`src/rtl/serial_sub_pkg.sv`:
```
// Shared definitions for the bit-serial subtractor: FSM state encoding and
// the default operand width.
package serial_sub_pkg;

    localparam int unsigned WIDTH_DEFAULT = 8;

    typedef enum logic [1:0] {
        IDLE  = 2'd0,
        SHIFT = 2'd1,
        DONE  = 2'd2
    } state_t;

endpackage

```
`src/rtl/full_subtractor.sv`:
```
// One-bit full subtractor: d = a - b - bin, bout set when a < b + bin.
// Ports:
//   a, b  - operand bits
//   bin   - borrow in
//   d     - difference bit
//   bout  - borrow out
module full_subtractor (
    input  logic a,
    input  logic b,
    input  logic bin,
    output logic d,
    output logic bout
);

    assign d    = a ^ b ^ bin;
    assign bout = (~a & b) | (~(a ^ b) & bin);

endmodule

```
`src/rtl/serial_subtractor.sv`:
```
// Bit-serial subtractor computing {Bout,Diff} = A - B - Bin, one bit per
// clock, LSB first, through a single shared full_subtractor.
// Ports:
//   clk    - rising-edge clock
//   rst_n  - synchronous active-low reset
//   start  - request pulse, only honoured in IDLE
//   A, B   - minuend / subtrahend, captured on the accepting edge
//   Bin    - borrow in, captured on the accepting edge
//   Diff   - result, written once per operation on the edge entering DONE
//   Bout   - final borrow, written together with Diff
//   busy   - registered indication that the FSM was in SHIFT
//   done   - registered one-cycle pulse following the DONE state
module serial_subtractor
    import serial_sub_pkg::*;
#(
    parameter int unsigned WIDTH = WIDTH_DEFAULT
) (
    input  logic             clk,
    input  logic             rst_n,
    input  logic             start,
    input  logic [WIDTH-1:0] A,
    input  logic [WIDTH-1:0] B,
    input  logic             Bin,
    output logic [WIDTH-1:0] Diff,
    output logic             Bout,
    output logic             busy,
    output logic             done
);

    localparam int unsigned CW = $clog2(WIDTH + 1);

    state_t           state;
    logic [CW-1:0]    cnt;
    logic [WIDTH-1:0] a_sr;
    logic [WIDTH-1:0] b_sr;
    logic [WIDTH-1:0] res_sr;
    logic             br;

    logic             d_bit;
    logic             br_nxt;
    logic [WIDTH-1:0] res_nxt;

    // Per-bit arithmetic on the current LSBs and running borrow.
    full_subtractor u_fs (
        .a    (a_sr[0]),
        .b    (b_sr[0]),
        .bin  (br),
        .d    (d_bit),
        .bout (br_nxt)
    );

    // Result register shifts right; the new difference bit enters at the MSB.
    assign res_nxt = (res_sr >> 1) | {d_bit, {(WIDTH-1){1'b0}}};

    // FSM, counter, shift registers and output registers.
    always_ff @(posedge clk) begin
        if (!rst_n) begin
            state  <= IDLE;
            cnt    <= '0;
            a_sr   <= '0;
            b_sr   <= '0;
            res_sr <= '0;
            br     <= 1'b0;
            Diff   <= '0;
            Bout   <= 1'b0;
            busy   <= 1'b0;
            done   <= 1'b0;
        end else begin
            // Status flags trail the state by one register stage.
            busy <= (state == SHIFT);
            done <= (state == DONE);

            case (state)
                IDLE: begin
                    if (start) begin
                        a_sr   <= A;
                        b_sr   <= B;
                        br     <= Bin;
                        res_sr <= '0;
                        cnt    <= '0;
                        state  <= SHIFT;
                    end
                end
                SHIFT: begin
                    a_sr   <= a_sr >> 1;
                    b_sr   <= b_sr >> 1;
                    br     <= br_nxt;
                    res_sr <= res_nxt;
                    cnt    <= cnt + CW'(1);
                    // Last bit: publish the complete result only now.
                    if (cnt == CW'(WIDTH - 1)) begin
                        Diff  <= res_nxt;
                        Bout  <= br_nxt;
                        state <= DONE;
                    end
                end
                DONE: begin
                    state <= IDLE;
                end
                default: begin
                    state <= IDLE;
                end
            endcase
        end
    end

endmodule

```
`config.mk`:
```
export PLATFORM = sky130hd
export DESIGN_NAME = serial_subtractor
export DESIGN_NICKNAME = d
export VERILOG_FILES = /design/src/rtl/serial_sub_pkg.sv /design/src/rtl/full_subtractor.sv /design/src/rtl/serial_subtractor.sv
export SDC_FILE = /design/constraint.sdc
export NUM_CORES = 1
export LEC_CHECK = 0
export ABC_AREA = 1
export BUFFER_PORTS_ARGS = -buffer_cell sky130_fd_sc_hd__buf_2
export CAP_MARGIN = 20
export CELL_PAD_IN_SITES_DETAIL_PLACEMENT = 1
export CELL_PAD_IN_SITES_GLOBAL_PLACEMENT = 1
export CORE_ASPECT_RATIO = 2
export CORE_UTILIZATION = 41
export CTS_CLUSTER_DIAMETER = 50
export DETAILED_ROUTE_END_ITERATION = 16
export GPL_TIMING_DRIVEN = 0
export MAX_ROUTING_LAYER = met4
export PLACE_DENSITY_LB_ADDON = 0.1
export SYNTH_ARGS = -nofsm -noshare
export SYNTH_HDL_FRONTEND = slang
export SYNTH_HIERARCHICAL = 1
export SYNTH_SLANG_ARGS = --single-unit
```
`constraint.sdc`:
```
create_clock -name clk -period 2.7 [get_ports clk]
set_input_delay 0.405 -clock clk [delete_from_list [all_inputs] [get_ports clk]]
set_output_delay 0.405 -clock clk [all_outputs]
set_load 0.02 [all_outputs]
```
==> reports/results.ini <==
[worst_setup_path]
rr_worst_depth=6
worst_path_largest_cell_delay_ns=0.38
crit_slowest_cell=dfxtp_1
crit_chain=ha_1 -> nand2_1 -> nor2_2 -> nand3b_1 -> nand2_1 -> nor2_1
worstSetupEndpointType=register
criticalPathCategory=reg2reg
worstReg2RegEnd=Diff[0]$_SDFFE_PN0P_
r2r_slack_ns=1.28
cp-start-kind=register
crit_required_ns=2.89
critPathMostFrequentCell=nand2_1
r2r_start=cnt[0]$_SDFFE_PN0P_
critical_path.max_fanout=10
crit_arrival_ns=1.61

[detailed_routing]
wire_per_inst_um=13.5
dr.first_iter.drc_count=25
drt-vias-per-instance=5.01
vias=1649
ant_nets=0
dr.pass1.iters=4
wl_um=4450
drc=0

[floorplanning]
rows=32
dieHeight_um=93.3
initial_core_util_pct=43.5
dieArea_um2=4440
die_w_um=47.6
ios=31
core_region_area_um2=3920

[timing]
slew_headroom_pct=66.3
fmax_mhz=703
skew_ns=0.00191
setup_viol=0
grt_setup_unrepaired=false
slew_violations=0
hold_violations=0
fin_crit_ns=1.42
tightest_slew_ns=0.506
timing.final.crit_share_pct=52.7
finalSetupTns_ns=0

[cts]
clk_latency_ns=0.29
cts_hold_buf=0
clock-sinks=41
cts.htree.levels=2
tritoncts=built
clockBufferDepth=2
cts_inserted_buffers=5
cts_setup_buffers=0
path_clk_slew_ns=0.08
cts_resized=0
cts_root_buf=clkbuf_8

[global_route]
grt_use_met1_pct=23.0
grt_pass1_wl_um=7300
grt_use_met2_pct=42.9
track_usage_pct=23.8
grt_use_met3_pct=4.05
grt_overflow_total=0
grt_max_degree=12
grt_pass1_vias=1687
antenna_found_initial=0
busiest_layer=met2

[power]
p_per_area_nw_per_um2=597
peakVddDrop_v=0.000303
leakagePower_nw=0.928

[logic_synthesis]
avgSynthCellArea_um2=7.09
synth_xor_area_share_pct=0
synth_simple_gate_area_share_pct=37.7
synth_compound_area_share_pct=4.76
syn-cell-area_um2=1710
synth.net_count=263
yosysSeqAreaShare_pct=48.1
ys_top_cells_by_area=dfxtp_1, nand2_1, nand3_1
synth.distinct_cells=20
ys_ff_latch=41
synthCells=241
synthAdderAreaFrac_pct=1.90
netlist.area_leader.share_pct=48.1
yosysTopAreaCell=dfxtp_1
yosysWarnings=6
muxShareOfSynthArea_pct=0
synth_top_family_by_area=simple AND/OR/NAND/NOR gates

[finish]
fillers=556
instances_no_fill=329
multi_input_area_um2=758
antenna_cells=0
drive_above_1_share_pct=16.5
area_growth_pct=17.6
seq_area_um2=821
final_nets=300

[worst_hold_path]
hold-path-endpoint=a_sr[7]$_SDFFE_PN0P_
worstHoldPathType=in2reg
holdPathStages=3
worstHoldStart=A[7]

[placement]
place_hpwl_um=3410
gp_congestion=0.791
dp.cells=322
port_buffers=30

[flow_run]
cap_violations=0

[outcome]
status=completed

-- worst max-delay path: cells and delay by family, from the launching register on --
kind,cells,cell delay (ns)
DFF,1,0.38
and+or+nand+nor,5,0.74
adders and majority gates,1,0.21
-- state kept, by name (all words and copies together), names as in the netlist --
register  cells
busy          1
done          1
state         2
a_sr          8
Diff          8
b_sr          8
res_sr        7
Bout          1
cnt           4
br            1
-- worst max-delay path by stage --
stage / startpoint / endpoint / cells past startpoint
6_report: cnt[0]$_SDFFE_PN0P_ / Diff[0]$_SDFFE_PN0P_ / 6
2_1_floorplan: cnt[0]$_SDFFE_PN0P_ / Diff[3]$_SDFFE_PN0P_ / 6
4_1_cts: cnt[0]$_SDFFE_PN0P_ / Diff[0]$_SDFFE_PN0P_ / 6
3_3_place_gp: start / b_sr[7]$_SDFFE_PN0P_ / 5
5_1_grt: state[0]$_SDFFE_PN0P_ / br$_SDFFE_PN0P_ / 5
3_5_place_dp: start / cnt[1]$_SDFFE_PN0P_ / 5
-- Yosys cell counts (all sizes together) --
cell type	count
ha	1
a21oi	2
nand2	66
fa	1
o21ai	13
nor3	1
clkbuf	2
nand3	41
o22ai	1
nand4	1
nand3b	2
buf	6
dfxtp	41
inv	25
nor2	38
-- cells by family (layout without fill, tap and decap cells) --
logic type,Yosys count,in the layout
AND/OR/NAND/NOR,149,149
flip-flops,41,41
buffers and inverters,33,70
AO/OA/AOI/OAI,16,16
adder cells (fa/ha/maj),2,2
-- routing by layer --
layer | wire [um] | part of all wire, %
met1 | 1710 | 38
met2 | 2560 | 57
met3 | 88 | 2.0
met4 | 97 | 2.2
met5 | 0 | 0
-- layout by cell type, fill, tap and decap left out, types with 3 or more instances in the layout --
master and count:
dfxtp_1 41, clkbuf_8 6, clkbuf_1 3, nand3_1 41, nor2_1 34, buf_2 34, inv_1 24, nand2_1 65
o21ai_0 13
-- power breakdown --
group | switching, W | internal (W)
clock | 0.000205 | 0.000203
combinational | 0.0000985 | 0.0000475
sequential | 0.0000154 | 0.000630
-- metrics by stage --
step	total power, W	hold slack [ns]	cell area, um^2	setup WS [ns]	util, %
3_5_place_dp	0.000807	0.445	1920	1.26	49.0
3_3_place_gp	0.000802	0.436	1920	1.27	49.0
2_1_floorplan	0.000751	0.419	1710	1.56	-
5_1_grt	0.00125	0.308	2010	1.14	51.2
4_1_cts	0.00121	0.301	2010	1.28	51.2
6_report	0.00120	0.311	2010	1.28	51.2
-- cell type report --
| type | count | share of cell area [%] |
|---|---|---|
| Inverter | 25 | 4.67 |
| Timing Repair Buffer | 30 | 7.48 |
| Sequential cell | 41 | 40.9 |
| Buffer | 8 | 1.74 |
| Multi-Input combinational cell | 167 | 37.8 |
| Clock buffer | 7 | 4.30 |
| Tap cell | 51 | 3.18 |
Power figures use the tool's default switching activity.
